===== config.mk =====
export PLATFORM = sky130hd
export DESIGN_NAME = tx_frame_arbiter
export DESIGN_NICKNAME = d
export VERILOG_FILES = /design/src/rtl/tx_frame_arbiter.sv
export SDC_FILE = /design/constraint.sdc
export NUM_CORES = 1
export LEC_CHECK = 0
export ABC_AREA = 1
export ABC_CLOCK_PERIOD_IN_PS = 3550
export BUFFER_PORTS_ARGS = -buffer_cell sky130_fd_sc_hd__buf_2
export CORE_MARGIN = 2
export CORE_UTILIZATION = 55
export CTS_CLUSTER_SIZE = 12
export DETAILED_ROUTE_END_ITERATION = 10
export PLACE_DENSITY = 0.82
export REMOVE_ABC_BUFFERS = 1
export SYNTH_ARGS = -nofsm -noshare
export SYNTH_HDL_FRONTEND = slang
export SYNTH_SLANG_ARGS = --single-unit

===== constraint.sdc =====
create_clock -name clk -period 3.55 [get_ports clk]
set_input_delay 0.5325 -clock clk [delete_from_list [all_inputs] [get_ports clk]]
set_output_delay 0.5325 -clock clk [all_outputs]
set_load 0.01 [all_outputs]

===== src/rtl/tx_frame_arbiter.sv =====
// Frame-level round-robin arbiter sharing one MAC transmit port between two
// receive paths (byte FIFO + length FIFO each), with malformed-frame discard.
module tx_frame_arbiter #(
    parameter int MAX_LEN    = 1514,
    parameter int GAP_CYCLES = 4,
    parameter int CNT_W      = 16
) (
    input  logic             clk,
    input  logic             rst_n,
    input  logic             len0_empty,
    output logic             len0_rd,
    input  logic [15:0]      len0_data,
    input  logic             dat0_empty,
    output logic             dat0_rd,
    input  logic [7:0]       dat0_data,
    input  logic             len1_empty,
    output logic             len1_rd,
    input  logic [15:0]      len1_data,
    input  logic             dat1_empty,
    output logic             dat1_rd,
    input  logic [7:0]       dat1_data,
    output logic [7:0]       tx_data,
    output logic             tx_valid,
    output logic             tx_last,
    input  logic             tx_ready,
    output logic [1:0]       grant,
    output logic             busy,
    output logic [CNT_W-1:0] drop_cnt
);

    localparam logic [2:0] S_IDLE    = 3'd0;
    localparam logic [2:0] S_LEN_RD  = 3'd1;
    localparam logic [2:0] S_LEN_CHK = 3'd2;
    localparam logic [2:0] S_XFER    = 3'd3;
    localparam logic [2:0] S_DRAIN   = 3'd4;
    localparam logic [2:0] S_GAP     = 3'd5;

    localparam int          GAP_W     = (GAP_CYCLES > 2) ? $clog2(GAP_CYCLES) : 1;
    localparam logic [15:0] MAX_LEN_W = 16'(MAX_LEN);

    logic [2:0]       state_q, state_d;
    logic             sel_q, sel_d;
    logic             ptr_q, ptr_d;
    logic [1:0]       grant_q, grant_d;
    logic [15:0]      rem_q, rem_d;
    logic             inflight_q, inflight_d;
    logic [7:0]       tx_data_q, tx_data_d;
    logic             tx_valid_q, tx_valid_d;
    logic             tx_last_q, tx_last_d;
    logic [CNT_W-1:0] drop_q, drop_d;
    logic [GAP_W-1:0] gap_q, gap_d;

    logic [15:0] len_s;
    logic [7:0]  dat_s;
    logic        dat_empty_s;
    logic        req0, req1;
    logic        hs, out_free, rem_nz;
    logic        xfer_rd, drain_rd, len_rd_s;
    logic        gap_done, drop_inc;

    assign len_s       = sel_q ? len1_data : len0_data;
    assign dat_s       = sel_q ? dat1_data : dat0_data;
    assign dat_empty_s = sel_q ? dat1_empty : dat0_empty;
    assign req0        = ~len0_empty;
    assign req1        = ~len1_empty;

    assign hs       = tx_valid_q & tx_ready;
    assign out_free = ~tx_valid_q | hs;
    assign rem_nz   = (rem_q != 16'd0);
    assign len_rd_s = (state_q == S_LEN_RD);
    assign gap_done = (GAP_CYCLES <= 1) || (gap_q == GAP_W'(GAP_CYCLES - 1));

    // One read in flight, and only when the output register will be free
    // by the time the byte returns.
    assign xfer_rd  = (state_q == S_XFER) & rem_nz & ~dat_empty_s
                    & ~inflight_q & out_free;
    assign drain_rd = (state_q == S_DRAIN) & rem_nz & ~dat_empty_s;

    always_comb begin
        state_d    = state_q;
        sel_d      = sel_q;
        ptr_d      = ptr_q;
        grant_d    = grant_q;
        rem_d      = rem_q;
        tx_data_d  = tx_data_q;
        tx_valid_d = tx_valid_q;
        tx_last_d  = tx_last_q;
        gap_d      = gap_q;
        drop_d     = drop_q;
        drop_inc   = 1'b0;
        inflight_d = xfer_rd;

        case (state_q)
            S_IDLE: begin
                if (req0 | req1) begin
                    sel_d   = ptr_q ? req1 : ~req0;
                    grant_d = sel_d ? 2'b10 : 2'b01;
                    state_d = S_LEN_RD;
                end
            end
            S_LEN_RD: begin
                state_d = S_LEN_CHK;
            end
            S_LEN_CHK: begin
                rem_d = len_s;
                if (len_s == 16'd0) begin
                    drop_inc = 1'b1;
                    grant_d  = 2'b00;
                    gap_d    = '0;
                    state_d  = S_GAP;
                end else if (len_s > MAX_LEN_W) begin
                    state_d = S_DRAIN;
                end else begin
                    state_d = S_XFER;
                end
            end
            S_XFER: begin
                if (hs && tx_last_q) begin
                    tx_valid_d = 1'b0;
                    tx_last_d  = 1'b0;
                    ptr_d      = ~sel_q;
                    grant_d    = 2'b00;
                    gap_d      = '0;
                    state_d    = S_GAP;
                end else begin
                    if (hs) begin
                        tx_valid_d = 1'b0;
                    end
                    if (inflight_q && rem_nz) begin
                        tx_data_d  = dat_s;
                        tx_valid_d = 1'b1;
                        tx_last_d  = (rem_q == 16'd1);
                        rem_d      = rem_q - 16'd1;
                    end
                end
            end
            S_DRAIN: begin
                if (!rem_nz) begin
                    drop_inc = 1'b1;
                    ptr_d    = ~sel_q;
                    grant_d  = 2'b00;
                    gap_d    = '0;
                    state_d  = S_GAP;
                end else if (drain_rd) begin
                    rem_d = rem_q - 16'd1;
                end
            end
            S_GAP: begin
                if (gap_done) begin
                    state_d = S_IDLE;
                end else begin
                    gap_d = gap_q + 1'b1;
                end
            end
            default: begin
                state_d = S_IDLE;
            end
        endcase

        if (drop_inc && (drop_q != {CNT_W{1'b1}})) begin
            drop_d = drop_q + 1'b1;
        end
    end

    always_ff @(posedge clk) begin
        if (!rst_n) begin
            state_q    <= S_IDLE;
            sel_q      <= 1'b0;
            ptr_q      <= 1'b0;
            grant_q    <= 2'b00;
            rem_q      <= 16'd0;
            inflight_q <= 1'b0;
            tx_data_q  <= 8'd0;
            tx_valid_q <= 1'b0;
            tx_last_q  <= 1'b0;
            drop_q     <= '0;
            gap_q      <= '0;
        end else begin
            state_q    <= state_d;
            sel_q      <= sel_d;
            ptr_q      <= ptr_d;
            grant_q    <= grant_d;
            rem_q      <= rem_d;
            inflight_q <= inflight_d;
            tx_data_q  <= tx_data_d;
            tx_valid_q <= tx_valid_d;
            tx_last_q  <= tx_last_d;
            drop_q     <= drop_d;
            gap_q      <= gap_d;
        end
    end

    // Outputs are forced low for the whole reset cycle so a mid-frame
    // reset never pops a FIFO or presents a stale byte.
    assign len0_rd  = rst_n & len_rd_s & ~sel_q;
    assign len1_rd  = rst_n & len_rd_s & sel_q;
    assign dat0_rd  = rst_n & (xfer_rd | drain_rd) & ~sel_q;
    assign dat1_rd  = rst_n & (xfer_rd | drain_rd) & sel_q;
    assign tx_data  = tx_data_q & {8{rst_n}};
    assign tx_valid = tx_valid_q & rst_n;
    assign tx_last  = tx_last_q & rst_n;
    assign grant    = grant_q & {2{rst_n}};
    assign busy     = rst_n & (state_q != S_IDLE);
    assign drop_cnt = drop_q & {CNT_W{rst_n}};

endmodule


==> results of run 1 <==
-- logic make-up (layout without fill, tap and decap cells) --
kind of cell    Yosys count  in the layout  synth area share, %
flops                    52             52                 26.9
buf+inv                 108            188                 11.8
mux                       1              1                0.259
fa+ha+maj                 5              5                 1.62
compound gates           80             80                 12.8
xor+xnor                 20             20                 4.53
simple gates            354            354                 42.0
-- layer usage --
layer / vias up / GRT usage (%)
li1: 2110 / -
met1: 1885 / 31.1
met2: 95 / 46.2
met3: 20 / 4.15
met4: 0 / 9.79
met5: - / 0
-- Yosys cell counts --
cell        n
o21ai_4     1
nand3_1    35
or2_2       1
a21oi_2    10
a211oi_1    1
nor4_1      1
buf_12      1
clkbuf_1    6
xnor2_1     1
nand2_2    15
o21a_1      1
nor3_4      2
inv_1      81
nor3_1     11
buf_1       4
buf_6       2
o21ai_0    34
xor2_1     19
nand2_1   181
a32oi_1     8
nand4_1     8
nand4_4     1
nor2_2      7
mux2i_1     1
o21ai_2     3
dfxtp_1    52
nand3_2    13
buf_2       1
ha_1        5
buf_4       5
a21oi_1    21
nor2_1     74
clkinv_1    2
nand2_4     2
inv_2       6
nand3b_1    1
o21ai_1     1
nor2_4      2
-- cells in the final DEF, fill, tap and decap left out, types with 4 or more instances in the layout --
cell	n
nand2_1	181
nor2_2	7
a21oi_2	10
a32oi_1	8
nand3_1	35
clkbuf_8	5
nand2_2	15
nor2_1	74
inv_1	81
xor2_1	19
dfxtp_1	52
buf_4	4
ha_1	5
buf_2	87
a21oi_1	21
nor3_1	11
inv_2	6
nand3_2	13
nand4_1	8
o21ai_0	34
-- through the flow --
step	power, mW	std cells	setup WS (ps)
finish	2.88	796	981
CTS	2.87	796	999
global placement	2.43	788	1210
global route	3.16	796	808
detailed placement	2.49	788	1120
floorplan	2.09	601	1030
-- layout make-up --
class,instances,area (um^2)
clock buffer,5,68.8
clock inverter,3,28.8
fill,666,2370
inverter,89,334
multi-input combinational,460,2370
sequential,52,1040
tap,96,120
timing repair buffer,91,465
-- where the power goes --
| part | switching, mW | leakage, nW | internal (mW) |
|---|---|---|---|
| Sequential | 0.120 | 0.422 | 0.703 |
| Clock | 0.228 | 0.0511 | 0.149 |
| Combinational | 1.13 | 1.80 | 0.551 |
-- worst max-delay path: stages, from the launching register on --
cell	delay, ps
dfxtp_1	370
nor2_1	180
nand3_1	120
nor2_1	230
nand3_2	180
nand2_1	170
inv_1	70
nand2_1	50
a21oi_1	60
inv_1	90
nor2_1	40
buf_2	150
-- final timing paths --
kind | to
min reg2reg | tx_data_q[7]
max | dat1_rd
min | tx_data_q[7]
max reg2reg | drop_q[2]
-- state kept, by name, summed over array words and instances, names as in the netlist --
signal      cells
state_q         3
tx_last_q       1
grant_q         2
ptr_q           1
gap_q           2
tx_data_q       8
drop_q         16
sel_q           1
tx_valid_q      1
inflight_q      1
rem_q          16
==> reports/metrics.cfg, run 1 <==
[clock_tree]
cts.repair.resized = 0
clock_sinks = 52
cts_max_level = 2
cts_buffers = 5
cts_setup_buffers = 0
cts_tree = built
cts_root_buf = clkbuf_8
cts.clk_slew.worst_paths_ps = 110
clock_path_buffers = 2
clock_latency_ps = 320
ctsHoldBuffers = 0

[status]
outcome = finished, final reports clean

[hold_path]
hold_start = tx_data_q[7]
worstHoldPathType = reg2reg
min_path_cells = 2

[place]
port_buffers = 87
place_area_mm2 = 0.00433
place.gp.congestion = 0.911
hpwl_um = 7430

[sta]
finClkSkew_ps = 6.07
period_needed_ps = 2570
relSlewSlack_pct = 56.9
hold_viol_final = 0
worst_slew_pin_slew_ps = 643
fin_tns_setup_ps = 0
fin_crit_sh_pct = 72.4
drv_slew = 0
setup_viol = 0
hold-worst-slack_ps = 474
rsz0062_at_grt = no
clock.fmax_ghz = 0.389

[setup_path]
critPathMaxFanout = 5
worstPathArrival_ps = 2040
path_class = reg2out
rrSetupSlack_ps = 1070
r2r_start = sel_q
crit_start = rem_q[7]
crit_path_end_kind = output port
crit_required_ps = 3020
worst_r2r_path_depth = 11
cp-start-kind = register

[route]
wl_um = 9690
vias = 4110
via_per_inst = 5.16
wl_met2_um = 4920
drc_errors = 0
top_layer = met4
drtAntennaViolNets = 0
drt_iter0_markers = 174
wl_met3_um = 393
first_pass_iters = 4
met1_length_um = 4200
routedWlPerCell_um = 12.2

[synthesis]
synth-seq-area-share_pct = 26.9
syn_area_per_cell_um2 = 6.23
yosysWarnings = 0
syn_inst = 620
synth_cell_type_count = 38
synth.area.top_cells = dfxtp_1 (27%), nand2_1 (18%), inv_1 (7.9%), nor2_1 (7.2%), nand3_1 (4.5%)
synth_area_leader_cell = dfxtp_1
synth_top_area_share_pct = 26.9
netlist_area_mm2 = 0.00386
ys_ff_latch = 52

[final_layout]
stdcell_area_mm2 = 0.00443
layout.nets = 759
final_core_util_pct = 65.1
area_growth_pct = 14.5
diodes = 0
drive_gt1_share_pct = 23.1

[floorplan]
dieArea_mm2 = 0.00771
rows = 30
num_io_pins = 88
initial_core_util_pct = 56.9
dieWidth_um = 87.8
coreArea_mm2 = 0.00679
die_h_um = 87.8

[grt]
grt_pass1_vias = 3850
grt_max_degree = 49
grt_first_pass_wirelength_um = 16200
antenna_found_initial = 0
grt-ovfl-total = 0
grtUsageTotal_pct = 25.9

[power_and_ir_drop]
leakage_nw = 2.28
power.density_mw_per_mm2 = 651
ir_drop_v = 0.000244

[run]
drv_cap = 0

Note: power is estimated with default switching activity, not from simulation.
==> inputs of run 2 (changes only) <==
Settings changed: ABC_CLOCK_PERIOD_IN_PS 3550 to 2500.
Clock period 3.55 ns to 2.5 ns, I/O delays scaled along.
==> run 2 against run 1 <==
Hold slack worse by 150 ps. Wire length increased by 2.4%. Sequential power increased by 40%. Clock power is 42% higher. Sequential share of layout area is 0.12 points lower. Global-route usage is 0.38 points higher. Core utilization rose by 0.33 points. Die area is the same. Sequential cell count did not move. Final cell count is 0.38% higher. Highest routed layer unchanged.
==> reports/metrics.cfg, run 2 (synthesis gave the netlist of run 1 again) <==
[floorplan]
rows = 30
dieWidth_um = 87.8
coreArea_mm2 = 0.00679
initial_core_util_pct = 56.9
die_h_um = 87.8
dieArea_mm2 = 0.00771
num_io_pins = 88

[grt]
grt-ovfl-total = 0
antenna_found_initial = 0
grt_first_pass_wirelength_um = 16200
grtUsageTotal_pct = 26.3
grt_pass1_vias = 3876
grt_max_degree = 49

[route]
routedWlPerCell_um = 12.4
via_per_inst = 5.19
first_pass_iters = 5
vias = 4146
drtAntennaViolNets = 0
drc_errors = 0
drt_iter0_markers = 181
wl_um = 9920

[setup_path]
path_class = reg2out
cp-start-kind = register
regToRegEndpoint = drop_q[15]
crit_path_end_kind = output port
worstPathArrival_ps = 1960
worst_r2r_path_depth = 10
rrSetupSlack_ps = 240
critPathMaxFanout = 5
r2r_start = sel_q
crit_required_ps = 2120

[clock_tree]
clock_path_buffers = 2
clock_latency_ps = 330
cts_buffers = 5
ctsHoldBuffers = 0
cts_root_buf = clkbuf_8
cts_max_level = 2
cts.clk_slew.worst_paths_ps = 120
cts_tree = built
clock_sinks = 52

[power_and_ir_drop]
power.density_mw_per_mm2 = 927
switchingPower_mw = 2.11
p_int_mw = 2.01
p_seq_share_pct = 27.9
p_clk_share_pct = 13.0
swShare_pct = 51.3
total_power_mw = 4.12
p_comb_share_pct = 59.1
ir_drop_v = 0.000402
leakage_nw = 2.29

[place]
port_buffers = 87
place_ws_ps = 285
place.gp.congestion = 0.949
hpwl_um = 7460
placed_cells = 791

[sta]
fin_crit_sh_pct = 93.6
finClkSkew_ps = 16.9
relSlewSlack_pct = 57.0
hold_viol_final = 0
period_needed_ps = 2340
rsz0062_at_grt = no
setup_viol = 0
setup_slack_ps = 161
clock.fmax_ghz = 0.427
worst_slew_pin_slew_ps = 642
drv_slew = 0

[final_layout]
drive_gt1_share_pct = 23.6
stdcell_count = 799
final_common_cell = nand2_1
final_core_util_pct = 65.5
fillers = 626
reg_top3 = drop_q x16, rem_q x16, tx_data_q x8
diodes = 0
area_growth_pct = 15.1
layout.nets = 762
layout_common_cells = nand2_1 (181), buf_2 (87), inv_1 (81)

[hold_path]
min_to = tx_data_q[4]
worstHoldPathType = in2reg
min_path_cells = 3
hold_start = dat0_data[4]

[status]
outcome = finished, final reports clean

[run]
drv_cap = 0

run 2: cell types whose count changed in the layout (fill, tap and decap cells not counted), sizes merged:
cell	before	now
buf	91	94
clkinv	2	3
inv	90	89
run 2: what timing repair did:
action	4_1_cts	5_1_grt
endpoints found under the setup margin	0	2
endpoints found under the hold margin	0	0
resized for setup	0	1
setup buffers	0	0
run 2: stage by stage:
| stage | setup TNS, ps | hold slack (ps) | cell area (um^2) |
|---|---|---|---|
| 4_1_cts | 0 | 325 | 4450 |
| 3_3_place_gp | 0 | 453 | 4350 |
| 2_1_floorplan | -194 | 437 | 3740 |
| 6_report | 0 | 326 | 4450 |
| 5_1_grt | 0 | 330 | 4450 |
| 3_5_place_dp | 0 | 458 | 4350 |
run 2: final cells by class:
class | count | area (um^2) | share of cell area (%)
clock inverters | 3 | 26.3 | 0.591
inverters | 89 | 334 | 7.51
well taps | 96 | 120 | 2.70
flip-flops and latches | 52 | 1040 | 23.4
multi-input cells | 460 | 2370 | 53.3
repair buffers | 94 | 488 | 11.0
clock buffers | 5 | 68.8 | 1.55
run 2: worst max path at each step:
| stage | from | end | slack, ps | depth (start not counted) |
|---|---|---|---|---|
| floorplan | sel_q | drop_q[15] | -20 | 11 |
| global placement | sel_q | drop_q[15] | 340 | 10 |
| detailed placement | sel_q | drop_q[15] | 290 | 10 |
| CTS | state_q[2] | dat1_rd | 150 | 10 |
| global route | rem_q[6] | dat1_rd | 8 | 11 |
| finish | rem_q[7] | dat1_rd | 160 | 11 |
run 2: worst max-delay path, stage by stage, from the launching register on:
cell and delay [ps]:
dfxtp_1 360, nor2_1 150, nand3_1 140, nor2_1 230, nand3_2 160, nand2_1 140
inv_1 70, nand2_1 50, a21oi_1 60, inv_1 90, nor2_1 50, buf_2 160
run 2: per-layer routing:
layer / up-vias / share of wire [%] / GRT usage, %
met5: - / 0 / 0
met4: 0 / 1.6 / 10.1
met3: 16 / 5.3 / 4.05
met2: 117 / 52 / 49.9
met1: 1900 / 41 / 29.1
li1: 2113 / - / -
run 2: power groups by stage:
stage	sequential (mW)	clock, mW	combinational (mW)
after global placement	1.16	0	2.35
after CTS	1.14	0.540	2.41
final	1.15	0.536	2.44
after global routing	1.18	0.574	2.73
after floorplan	1.17	0	1.79
after detailed placement	1.16	0	2.39
==> inputs of run 3 (changes only) <==
Settings changed: CAP_MARGIN from default to 40, RECOVER_POWER from default to 25.
==> run 3 against run 2 <==
Final cell count is the same. Total power is essentially flat. Critical endpoint unchanged. Sequential share of layout area grew 0.13 points. Non-clock buffer count is the same. Clock skew shrank 0.95 ps. Critical path type unchanged. Core utilization shrank 0.37 points. Sequential cell count is the same. Critical path depth is the same. Clock power is essentially flat. Hold slack lost 1.4 ps.
==> reports/metrics.cfg, run 3 (synthesis gave the netlist of run 1 again) <==
[grt]
grtUsageTotal_pct = 26.3
antenna_found_initial = 0
grt_pass1_vias = 3876
grt_max_degree = 49
grt-ovfl-total = 0
grt_first_pass_wirelength_um = 16200

[sta]
hold-worst-slack_ps = 325
finClkSkew_ps = 15.9
fin_crit_sh_pct = 93.5
period_needed_ps = 2340
clock.fmax_ghz = 0.428
relSlewSlack_pct = 35.7
hold_viol_final = 0
drv_slew = 0
setup_viol = 0
rsz0062_at_grt = no
worst_slew_pin_slew_ps = 965

[power_and_ir_drop]
ir_drop_v = 0.000400
total_power_mw = 4.12
leakage_nw = 2.21
p_comb_share_pct = 59.2
p_seq_share_pct = 27.8
switchingPower_mw = 2.12
p_int_mw = 2.00
power.density_mw_per_mm2 = 932
swShare_pct = 51.4
p_clk_share_pct = 13.0

[route]
drc_errors = 0
vias = 4181
drtAntennaViolNets = 0
routedWlPerCell_um = 12.4
drt_iter0_markers = 228
met1_length_um = 4080
wl_met2_um = 5170
first_pass_iters = 5
via_per_inst = 5.23
wl_met3_um = 498
top_layer = met4
wl_um = 9930

[final_layout]
layout.nets = 762
final_common_cell = nand2_1
stdcell_area_mm2 = 0.00442
fillers = 635
drive_gt1_share_pct = 20.9
diodes = 0
regArea_mm2 = 0.00104
area_growth_pct = 14.4
reg_top3 = drop_q x16, rem_q x16, tx_data_q x8
multi_input_area_mm2 = 0.00237
final_core_util_pct = 65.1
layout_common_cells = nand2_1 (181), inv_1 (82), nor2_1 (73)
stdcell_count = 799

[setup_path]
crit_chain = nor2_1, nand3_1, nor2_1, nand3_2, nand2_1, inv_1, nand2_1, a21oi_1, inv_1, nor2_1, buf_2
worstPathArrival_ps = 1960
critPathBufInv = 3
slowest_delay_ps = 360
cp_num_cells = 11
path_class = reg2out
worst_r2r_path_depth = 10
crit_family = simple AND/OR/NAND/NOR gates
crit_required_ps = 2120
cp_common_cell = nor2_1
critPathMaxFanout = 5
crit_path_end_kind = output port
cp-start-kind = register
cp_slowest_cell = dfxtp_1

[hold_path]
worstHoldPathType = in2reg
min_path_cells = 3

[place]
place_area_mm2 = 0.00435
hpwl_um = 7460
port_buffers = 87
placed_cells = 791
place.gp.congestion = 0.949

[clock_tree]
cts_setup_buffers = 0
cts.clk_slew.worst_paths_ps = 120
cts_buffers = 5
clock_sinks = 52
cts_root_buf = clkbuf_8
cts_max_level = 2
clock_latency_ps = 330
clock_path_buffers = 2
cts.repair.resized = 0
ctsHoldBuffers = 0
cts_tree = built

[floorplan]
dieArea_mm2 = 0.00771
rows = 30
num_io_pins = 88
die_h_um = 87.8
dieWidth_um = 87.8
coreArea_mm2 = 0.00679
initial_core_util_pct = 56.9

[status]
outcome = finished, final reports clean

[run]
drv_cap = 0

[run 3: layer usage]
metal | GRT usage (%) | vias up
met5 | 0 | -
met4 | 10.1 | 0
met3 | 4.05 | 19
met2 | 49.9 | 125
met1 | 29.1 | 1918
li1 | - | 2119
[run 3: worst paths after layout]
path,endpoint,startpoint,slack (ps)
max,dat1_rd,rem_q[7],160
min reg2reg,tx_data_q[7],tx_data_q[7],470
min,tx_data_q[4],dat0_data[4],320
max reg2reg,drop_q[15],sel_q,230
[run 3: layout make-up]
| class | instances | share of cell area (%) |
|---|---|---|
| Tap cell | 96 | 2.72 |
| Sequential cell | 52 | 23.5 |
| Timing Repair Buffer | 94 | 10.5 |
| Clock inverter | 3 | 0.594 |
| Inverter | 89 | 7.55 |
| Multi-Input combinational cell | 460 | 53.6 |
| Clock buffer | 5 | 1.56 |
[run 3: tightest hold or removal path, cell delays in order]
cell	delay (ps)
buf_2	100
nand2_1	50
a32oi_1	90
[run 3: per-stage QoR]
stage	setup slack (ps)	setup TNS (ps)
after floorplan	-17.5	-194
after global placement	339	0
after detailed placement	285	0
after CTS	149	0
after global routing	8.38	0
final	163	0
[run 3: power groups by stage]
stage / clock network, mW / logic [mW] / registers [mW]
2_1_floorplan: 0 / 1.79 / 1.17
4_1_cts: 0.540 / 2.41 / 1.14
3_3_place_gp: 0 / 2.35 / 1.16
3_5_place_dp: 0 / 2.39 / 1.16
5_1_grt: 0.574 / 2.73 / 1.18
6_report: 0.537 / 2.44 / 1.15
